$ cat src/rtl/amber128_slot_sequencer.sv
// Issue sequencer for 128-bit amber128 bundles: holds one bundle and walks its 5..10 items.
// Optional build macro AMBER128_SKIP_NOP_EN drops 12-bit nop items in a single invisible cycle.
module amber128_slot_sequencer #(
  parameter int WORD_ADDR_W = 28,
  parameter int STALL_CNT_W = 16
) (
  input  logic                   clk_i,
  input  logic                   rst_i,
  input  logic                   bundle_valid_i,
  input  logic [127:0]           bundle_i,
  input  logic [WORD_ADDR_W-1:0] bundle_addr_i,
  output logic                   bundle_ready_o,
  output logic                   slot_valid_o,
  input  logic                   slot_ready_i,
  output logic [127:0]           bundle_o,
  output logic [WORD_ADDR_W-1:0] word_addr_o,
  output logic [2:0]             slot_idx_o,
  output logic                   sub12_o,
  output logic                   last_o,
  input  logic                   flush_i,
  output logic [STALL_CNT_W-1:0] stall_cnt_o,
  output logic                   dbg_state_o
);

  // Handshakes: a transfer happens on a rising edge where valid & ready are both high;
  // while valid is high and ready is low the offering side holds all of its outputs stable.

  typedef enum logic {
    IDLE  = 1'b0,
    ISSUE = 1'b1
  } state_e;

  state_e                 state_q, state_d;
  logic [127:0]           bundle_q;
  logic [WORD_ADDR_W-1:0] addr_q;
  logic [2:0]             idx_q, idx_d;
  logic                   sub12_q, sub12_d;
  logic [STALL_CNT_W-1:0] stall_q;

  logic [4:0] flags;
  logic       two12_cur;
  logic       skip;
  logic       advance;
  logic       accept;
  logic       stall;

  assign flags = bundle_q[127:123];

  // flags[4] describes S0, flags[0] describes S4.
  always_comb begin
    two12_cur = 1'b0;
    case (idx_q)
      3'd0:    two12_cur = flags[4];
      3'd1:    two12_cur = flags[3];
      3'd2:    two12_cur = flags[2];
      3'd3:    two12_cur = flags[1];
      3'd4:    two12_cur = flags[0];
      default: two12_cur = 1'b0;
    endcase
  end

`ifdef AMBER128_SKIP_NOP_EN
  logic [3:0] op_hi;
  logic [3:0] op_lo;
  logic [3:0] op_cur;

  // Opcode nibble of each 12-bit half: the upper half is the first op of the slot.
  always_comb begin
    op_hi = 4'hf;
    op_lo = 4'hf;
    case (idx_q)
      3'd0: begin op_hi = bundle_q[119:116]; op_lo = bundle_q[107:104]; end
      3'd1: begin op_hi = bundle_q[95:92];   op_lo = bundle_q[83:80];   end
      3'd2: begin op_hi = bundle_q[71:68];   op_lo = bundle_q[59:56];   end
      3'd3: begin op_hi = bundle_q[47:44];   op_lo = bundle_q[35:32];   end
      3'd4: begin op_hi = bundle_q[23:20];   op_lo = bundle_q[11:8];    end
      default: begin op_hi = 4'hf; op_lo = 4'hf; end
    endcase
  end

  assign op_cur = sub12_q ? op_lo : op_hi;
  assign skip   = (state_q == ISSUE) && two12_cur && (op_cur == 4'h0);
`else
  assign skip = 1'b0;
`endif

  assign slot_valid_o   = (state_q == ISSUE) && !skip;
  assign last_o         = (state_q == ISSUE) && (idx_q == 3'd4) && (!flags[0] || sub12_q);
  assign advance        = (slot_valid_o && slot_ready_i) || skip;
  assign bundle_ready_o = !rst_i && !flush_i && ((state_q == IDLE) || (advance && last_o));
  assign accept         = bundle_valid_i && bundle_ready_o;
  assign stall          = slot_valid_o && !slot_ready_i && !flush_i;

  always_comb begin
    state_d = state_q;
    idx_d   = idx_q;
    sub12_d = sub12_q;
    if (flush_i) begin
      state_d = IDLE;
    end else begin
      if (advance) begin
        if (two12_cur && !sub12_q) begin
          sub12_d = 1'b1;
        end else if (!last_o) begin
          idx_d   = idx_q + 3'd1;
          sub12_d = 1'b0;
        end else begin
          state_d = IDLE;
        end
      end
      // A new bundle overrides the drain-to-idle of the finishing one.
      if (accept) begin
        state_d = ISSUE;
        idx_d   = 3'd0;
        sub12_d = 1'b0;
      end
    end
  end

  always_ff @(posedge clk_i) begin
    if (rst_i) begin
      state_q  <= IDLE;
      bundle_q <= '0;
      addr_q   <= '0;
      idx_q    <= 3'd0;
      sub12_q  <= 1'b0;
      stall_q  <= '0;
    end else begin
      state_q <= state_d;
      idx_q   <= idx_d;
      sub12_q <= sub12_d;
      if (accept) begin
        bundle_q <= bundle_i;
        addr_q   <= bundle_addr_i;
      end
      if (stall && (stall_q != '1)) begin
        stall_q <= stall_q + 1'b1;
      end
    end
  end

  assign bundle_o    = bundle_q;
  assign word_addr_o = addr_q;
  assign slot_idx_o  = idx_q;
  assign sub12_o     = sub12_q;
  assign stall_cnt_o = stall_q;
  assign dbg_state_o = state_q;

endmodule

$ cat config.mk
export PLATFORM = sky130hd
export DESIGN_NAME = amber128_slot_sequencer
export DESIGN_NICKNAME = d
export VERILOG_FILES = /design/src/rtl/amber128_slot_sequencer.sv
export SDC_FILE = /design/constraint.sdc
export NUM_CORES = 1
export LEC_CHECK = 0
export ABC_CLOCK_PERIOD_IN_PS = 1700
export BUFFER_PORTS_ARGS = -buffer_cell sky130_fd_sc_hd__clkbuf_2
export CORE_UTILIZATION = 25
export CTS_BUF_LIST = sky130_fd_sc_hd__clkbuf_4
export DETAILED_ROUTE_END_ITERATION = 10
export GPL_ROUTABILITY_DRIVEN = 1
export PLACE_DENSITY = 0.62
export RECOVER_POWER = 50
export SETUP_SLACK_MARGIN = 0.15
export SLEW_MARGIN = 5
export SYNTH_ARGS = -nofsm -noshare
export SYNTH_HDL_FRONTEND = slang
export SYNTH_SLANG_ARGS = --single-unit
$ cat constraint.sdc
create_clock -name clk_i -period 1.7 [get_ports clk_i]
set_clock_uncertainty 0.1 [all_clocks]
set_input_delay 0.17 -clock clk_i [delete_from_list [all_inputs] [get_ports clk_i]]
set_output_delay 0.17 -clock clk_i [all_outputs]
set_load 0.02 [all_outputs]
After elaboration in Yosys (flattened, before gate mapping)
Index checks and enable logic that the tools add are counted.
{"block": "op_classes", "addsub": 2, "eq_ne": 8, "muxes": 13, "bitwise": 2, "n_reduce_logical": 25}
{"op": "$add A16 B1 Y16 const B", "count": 1}
{"op": "$ne A16 B16 Y1 const B", "count": 1}
{"op": "$mux W3", "count": 4}
{"op": "$logic_and A1 B1 Y1", "count": 11}
{"op": "$mux W1", "count": 8}
{"op": "$eq A3 B2 Y1 const B", "count": 2}
{"op": "$reduce_and A3 Y1", "count": 2}
{"op": "$logic_not A1 Y1", "count": 5}
{"op": "$pmux W1 S5", "count": 1}
{"op": "$reduce_and A4 Y1", "count": 1}
{"op": "$reduce_bool A2 Y1", "count": 2}
{"op": "$add A3 B1 Y3 const B", "count": 1}
{"op": "$eq A3 B1 Y1 const B", "count": 1}
{"op": "$eq A3 B3 Y1 const B", "count": 1}
{"op": "$logic_not A3 Y1", "count": 1}
{"op": "$ne A3 B1 Y1 const B", "count": 1}
{"op": "$logic_or A1 B1 Y1", "count": 2}
{"op": "$ne A2 B1 Y1 const B", "count": 1}
{"op": "$ne A2 B2 Y1 const B", "count": 1}
{"op": "$not A1 Y1", "count": 2}
{"op": "$reduce_or A2 Y1", "count": 1}
{"block": "totals", "register_bits": 177, "input_bits": 161, "output_inout_bits": 180}

Depth between registers and ports, before layout
Gate-level depths: netlist (run 1).
{"block": "depth", "ltp_word": 9, "mapped_depth": 10, "depth_no_buf": 7}

Least setup slack after synthesis (run 1)
No wires, ideal clock.
{"block": "synth_path", "kind": "reg-to-reg", "startpoint": "register idx_q[0] (netlist: slot_idx_o[0])", "endpoint": "register bundle_q[24] (netlist: bundle_o[24])", "setup_time_ns": 0.070, "arrival_ns": 1.839, "path_slack_ns": -0.309, "stages_incl_launch_ff": 10, "path_buffers": 2, "synth_period_minus_slack_ns": 2.009, "cell_sequence": "dfxtp_1 > inv_1 > ha_1 > nand2_2 > o31ai_4 > nand3_1 > buf_2 > clkbuf_1 > nand2_1 > a21oi_1"}
{"block": "synth_via", "elab_chain_len": 7}
{"item": "start: declaration", "line": "36", "text": "logic [2:0] idx_q, idx_d;"}
{"item": "start signal: assignment", "line": "130", "text": "idx_q <= idx_d;"}
{"item": "$eq A3 B3 Y1", "line": "88", "text": "assign last_o = (state_q == ISSUE) && (idx_q == 3'd4) && (!flags[0] || sub12_q);"}
{"item": "$logic_and A1 B1 Y1 (2 in series)", "line": "88"}
{"item": "$logic_and A1 B1 Y1", "line": "90", "text": "assign bundle_ready_o = !rst_i && !flush_i && ((state_q == IDLE) || (advance && last_o));"}
{"item": "$logic_or A1 B1 Y1", "line": "90"}
{"item": "$logic_and A1 B1 Y1", "line": "90"}
{"item": "$logic_and A1 B1 Y1", "line": "91", "text": "assign accept = bundle_valid_i && bundle_ready_o;"}
{"item": "end signal: assignment", "line": "133", "text": "bundle_q <= bundle_i;"}
{"item": "end: declaration", "line": "34", "text": "logic [127:0] bundle_q;"}
No other way between the ends.
A chain may end at the register's enable or synchronous reset.

Worst setup path after layout (run 1)
{"block": "layout_path", "startpoint": "register sub12_q (netlist: sub12_o)", "endpoint": "register bundle_q[86] (netlist: bundle_o[86])"}
{"block": "layout_via", "elab_chain_len": 6}
{"item": "start: declaration", "line": "37", "text": "logic sub12_q, sub12_d;"}
{"item": "start signal: assignment", "line": "131", "text": "sub12_q <= sub12_d;"}
{"item": "$logic_or A1 B1 Y1", "line": "88"}
{"item": "$logic_and A1 B1 Y1", "line": "88"}
{"item": "$logic_and A1 B1 Y1", "line": "90"}
{"item": "$logic_or A1 B1 Y1", "line": "90"}
{"item": "$logic_and A1 B1 Y1", "line": "90"}
{"item": "$logic_and A1 B1 Y1", "line": "91"}
No other way between the ends.

==> out/results.tsv, run 1 <==
metric	value	unit
intPower	0.00616	W
final_nets	1581	
cp.required	2080	ps
synth_cell_types	47	
hold_ws	64.1	ps
dp_hpwl	14100	µm
die_x	165	µm
rows	59	
max_freq	0.472	GHz
yosysTopAreaCell	dfxtp_1	
yosys_warnings	0	
status	finished with violations	
htreeDepth	4	
cellPowerDensity	611	nW/µm²
sw_frac_of_total	0.298	
grt_pass1_vias	7370	
async_flop_share	0	
yosys.area_share.simple	0.229	
synthXorXnorAreaFrac	0.0119	
synth.most_common_cell	nand2_1	
grt-ovfl-total	0	
finalHoldViolations	0	
p_seq_frac	0.493	
vias_per_cell	4.75	
synth_top_area_share	0.536	
synth_top_family_by_area	simple AND/OR/NAND/NOR gates	
drt_iter0_drc	372	
path_clk_slew	150	ps
syn_inst	822	
rsz0062_at_grt	yes	
wl	32300	µm
grt_usage	0.177	
layout-drive-gt1-share	0.550	
finalMaxSlewViolations	0	
ant_nets	0	
ff_latch_area	3600	µm²
vias	8372	
io_buffers	340	
netlist_top_cells_area	dfxtp_1, nand2_1, a21oi_1, buf_4, clkbuf_1	
total_power	0.00878	W
combPwrFrac	0.206	
whs_path_depth	4	
synth_edf_count	0	
min_path_type	in2reg	
fillCellCount	2132	
place.gp.congestion	0.775	
cp-start-kind	register	
grt_pass1_wl	37200	µm
die_h	165	µm
grt_start_max_net_pins	122	
p_leak	6.36	nW
cp_data_arrival_time	2500	ps
clk_latency	540	ps
fin_crit_sh	1.25	
synth_seq_cells	177	
die_area	27100	µm²
multi_input_area	4590	µm²
violations	setup timing	
cp-end-kind	register	
syn_area_per_cell	8.04	µm²
cts_buffer_depth	2	
worstMarginPinSlew	800	ps
drc	0	
ys_seq_area_frac	0.536	
start_util	0.254	
cts.sinks	177	
first_pass_iters	4	
synth_commonest_cells	nand2_1, dfxtp_1, a21oi_1	
root_buffer	clkbuf_4	
path_max_fanout	7	
relSlewSlack	0.467	
synthAdderAreaFrac	0.0114	
synth_area	6610	µm²
slowest_stage	dfxtp_2	
rr_worst_depth	10	
peakVddDrop	342	µV
synth_mux_area_frac	0.00644	
synth_compound_area_frac	0.154	
wire_per_inst	18.3	µm
path_cells	and2b_2 > o31ai_4 > buf_4 > buf_6 > and3_4 > buf_12 > buf_12 > clkbuf_16 > nand2_4 > a21oi_2	
syn2layout_area_growth	117	%
ys.flop_type	dfxtp_1	
cts_tree	built	
setup.worst_path.class	reg2reg	
cpMostUsedCell	buf_12	
slowest_delay	350	ps
grt_antenna_before_repair	2	
cap_violations	0	
fin_ws	-420	ps
setup_viol	166	
numCtsBuffers	17	
post-route-min-period	2120	ps
p_sw	0.00262	W
clkPwrFrac	0.301	
pin_count	341	
core_area	26000	µm²
synthesis.nets	989	
==> worst max-delay path: cells and delay by family (launching register included) <==
family                 cells  cell delay (ps)
buffers and inverters      5              710
AND/OR/NAND/NOR            3              500
AO/OA/AOI/OAI              2              390
flip-flops                 1              350
==> through the flow <==
step / TNS [ps] / worst slack (ps) / instance area, µm² / cells / utilization
floorplan: -13530 / -104 / 6800 / 822 / -
global placement: -26620 / -262 / 9020 / 1489 / 0.347
detailed placement: -31970 / -321 / 9020 / 1489 / 0.347
CTS: -45480 / -424 / 11600 / 1708 / 0.445
global route: -69910 / -506 / 14400 / 1763 / 0.553
finish: -56010 / -420 / 14400 / 1763 / 0.553
==> placed cells by master (no fill, tap or decap), types with 3 or more instances in the layout <==
cell type,synthesis,routed
clkbuf_2,0,220
dlygate4sd3_1,0,159
nand2_1,318,152
dfxtp_1,177,152
a21oi_2,0,133
nand2_4,0,126
clkbuf_1,25,91
buf_6,0,60
nand2_2,2,42
buf_4,16,36
a21oi_1,157,24
clkbuf_16,0,21
clkbuf_4,0,19
nor2_1,18,17
buf_12,0,15
buf_16,0,15
dfxtp_2,0,13
dfxtp_4,0,12
buf_8,0,10
inv_1,10,7
xor2_1,7,7
ha_4,0,6
nor3_4,0,5
and3_4,0,4
o21ai_0,8,4
and4_1,4,4
clkinv_2,0,4
inv_4,0,3
o21ai_2,1,3
bufinv_16,0,3
inv_6,0,3
==> final timing paths <==
check                    start  slack (ps)       endpoint
hold / removal         flush_i          60  slot_idx_o[2]
hold reg to reg   bundle_o[39]         360   bundle_o[39]
setup / recovery       sub12_o        -420   bundle_o[86]
setup reg to reg       sub12_o        -420   bundle_o[86]
==> cell families (layout without fill, tap and decap cells) <==
logic type | Yosys count | count (layout)
flip-flops | 177 | 177
XOR/XNOR | 9 | 9
AO/OA/AOI/OAI | 187 | 187
multiplexers | 4 | 4
AND/OR/NAND/NOR | 370 | 371
adder cells (fa/ha/maj) | 6 | 6
buffers and inverters | 69 | 672
other | 0 | 2
==> what timing repair did <==
item / 4_1_cts / 5_1_grt
endpoints found under the hold margin: 157 / 0
cloned: 13 / 28
setup buffers: 16 / 25
endpoints found under the setup margin: 194 / 205
pin swaps: 19 / 266
resized for setup: 47 / 602
hold buffers: 159 / 0
==> power by group through the flow <==
| stage | clock (W) | combinational, W | sequential, W |
|---|---|---|---|
| 3_3_place_gp | 0 | 0.000852 | 0.00440 |
| 6_report | 0.00264 | 0.00181 | 0.00433 |
| 5_1_grt | 0.00291 | 0.00191 | 0.00434 |
| 2_1_floorplan | 0 | 0.000318 | 0.00455 |
| 3_5_place_dp | 0 | 0.000857 | 0.00441 |
| 4_1_cts | 0.00272 | 0.00131 | 0.00432 |
==> state kept, by name, indices dropped and copies added, names as in the netlist <==
register     count
slot_idx_o       3
dbg_state_o      1
stall_cnt_o     16
sub12_o          1
word_addr_o     28
bundle_o       128
==> cell type report <==
class	count	share of cell area
inverter	11	0.00322
clock buffer	18	0.00940
tap	335	0.0292
timing repair buffer	630	0.376
clock inverter	13	0.0111
sequential	177	0.251
multi-input combinational	577	0.320
antenna	2	0.000348
==> metal layers <==
| metal | global-route usage | part of all wire | up-vias |
|---|---|---|---|
| li1 | - | - | 3885 |
| met1 | 0.198 | 0.38 | 4023 |
| met2 | 0.315 | 0.51 | 372 |
| met3 | 0.0482 | 0.067 | 92 |
| met4 | 0.0688 | 0.043 | 0 |
| met5 | 0 | 0 | - |
Power figures use the tool's default switching activity.
==> run 2: changes to the inputs <==
- BUFFER_PORTS_ARGS: -buffer_cell sky130_fd_sc_hd__clkbuf_2 -> -buffer_cell sky130_fd_sc_hd__buf_2
==> run 2 against run 1 <==
  * The flow still finishes with violations (setup timing)
  * Highest routed layer unchanged
  * Non-clock buffer count up 8
  * Routed wire length down 9.8%
  * Power down 1.9%
==> out/results.tsv, run 2 (synthesis gave the netlist of run 1 again) <==
metric	value	unit
post-route-min-period	2140	ps
fin_crit_sh	1.26	
wire_per_inst	16.5	µm
finalHoldViolations	0	
max_freq	0.467	GHz
critPathBufInv	7	
final_nets	1588	
fin_ws	-440	ps
syn2layout_area_growth	107	%
final_cell_mix	buf_2, nand2_1, dlygate4sd3_1	
status	finished with violations	
path_max_fanout	5	
wl	29100	µm
dpl.cell_count	1488	
cts_tree	built	
rows	59	
grt_start_max_net_pins	132	
numCtsBuffers	17	
root_buffer	clkbuf_4	
grt_pass1_wl	41100	µm
dp_hpwl	14100	µm
cp_data_arrival_time	2490	ps
grt_antenna_before_repair	2	
clk_latency	570	ps
cp.required	2050	ps
grt-ovfl-total	0	
path_clk_slew	160	ps
finalMaxSlewViolations	0	
grt_pass1_vias	7992	
cap_violations	0	
min_path_type	in2reg	
start_util	0.254	
relSlewSlack	0.513	
cp-start-kind	register	
die_h	165	µm
core_area	26000	µm²
dpl-instance-area	9000	µm²
rsz0062_at_grt	yes	
post-route-util	0.526	
peakVddDrop	436	µV
cts.sinks	177	
cpMostUsedCell	buf_12	
layoutNonFillerInstCount	1770	
first_pass_iters	4	
htreeDepth	4	
worstMarginPinSlew	730	ps
mostFrequentLayoutCell	buf_2	
vias_per_cell	4.58	
slowest_delay	380	ps
slowest_stage	dfxtp_4	
violations	setup timing	
cp-end-kind	register	
drt_iter0_drc	441	
die_x	165	µm
cts_buffer_depth	2	
setup.worst_path.class	reg2reg	
place.gp.congestion	0.789	
fin_area	13700	µm²
p_leak	5.65	nW
io_buffers	340	
setup_viol	171	
path_cells	inv_4 > ha_4 > nand2_4 > o31ai_4 > buf_4 > buf_6 > nand3_4 > buf_12 > buf_12 > buf_12 > buf_16 > nand2_2 > a21oi_2	
pin_count	341	
vias	8113	
layout-drive-gt1-share	0.464	
largest_register_ffs	128	
grt_usage	0.198	
drc	0	
cellPowerDensity	630	nW/µm²
die_area	27100	µm²
critPathTopFamily	buffers and inverters	
ant_nets	0	
==> run 2: through the flow <==
| step | power, W | hold WS (ps) | setup TNS [ps] | worst slack (ps) |
|---|---|---|---|---|
| floorplan | 0.00487 | 206 | -13530 | -104 |
| global placement | 0.00524 | 309 | -21010 | -333 |
| detailed placement | 0.00525 | 315 | -29450 | -344 |
| CTS | 0.00858 | 24.1 | -53610 | -452 |
| global route | 0.00898 | 70.4 | -72760 | -518 |
| finish | 0.00861 | 96.9 | -56450 | -440 |
==> run 2: repair_timing <==
action | 4_1_cts | 5_1_grt
setup buffers | 44 | 15
resized for setup | 302 | 112
endpoints found under the setup margin | 199 | 194
gates cloned | 29 | 2
hold buffers | 159 | 0
pin swaps | 174 | 28
endpoints found under the hold margin | 157 | 0
==> run 2: routing by layer <==
layer  vias up  GRT usage  part of all wire
met2       307      0.354              0.51
met4         0      0.106             0.039
met5         -          0                 0
met1      3820      0.214              0.39
met3        76     0.0502             0.062
li1       3910          -                 -
==> run 2: final timing paths <==
check                     to  depth (start not counted)           from  slack (ps)
min reg2reg     bundle_o[25]                          2   bundle_o[25]         360
max          word_addr_o[24]                         13  slot_idx_o[1]        -440
max reg2reg  word_addr_o[24]                         13  slot_idx_o[1]        -440
min             bundle_o[46]                          3          rst_i         100
==> run 2: worst reg2reg max path, stage by stage, from the launching register on <==
cell and delay, ps:
dfxtp_4 380, inv_4 60, ha_4 140, nand2_4 60, o31ai_4 180, buf_4 160, buf_6 100, nand3_4 140
buf_12 200, buf_12 140, buf_12 130, buf_16 140, nand2_2 70, a21oi_2 50
==> run 2: final cells by class <==
class	instances	area [µm²]
inverters	11	46.3
fillers	2271	12300
well taps	335	419
multi-input cells	576	3810
flip-flops and latches	177	3600
diodes	2	5.00
clock buffers	17	128
repair buffers	638	5490
clock inverters	14	163
==> run 2: power breakdown <==
group | internal [W] | switching [W] | leakage (nW)
registers | 0.00425 | 0.0000954 | 1.45
logic | 0.000886 | 0.000774 | 4.04
clock network | 0.00102 | 0.00159 | 0.164
total | 0.00616 | 0.00246 | 5.65
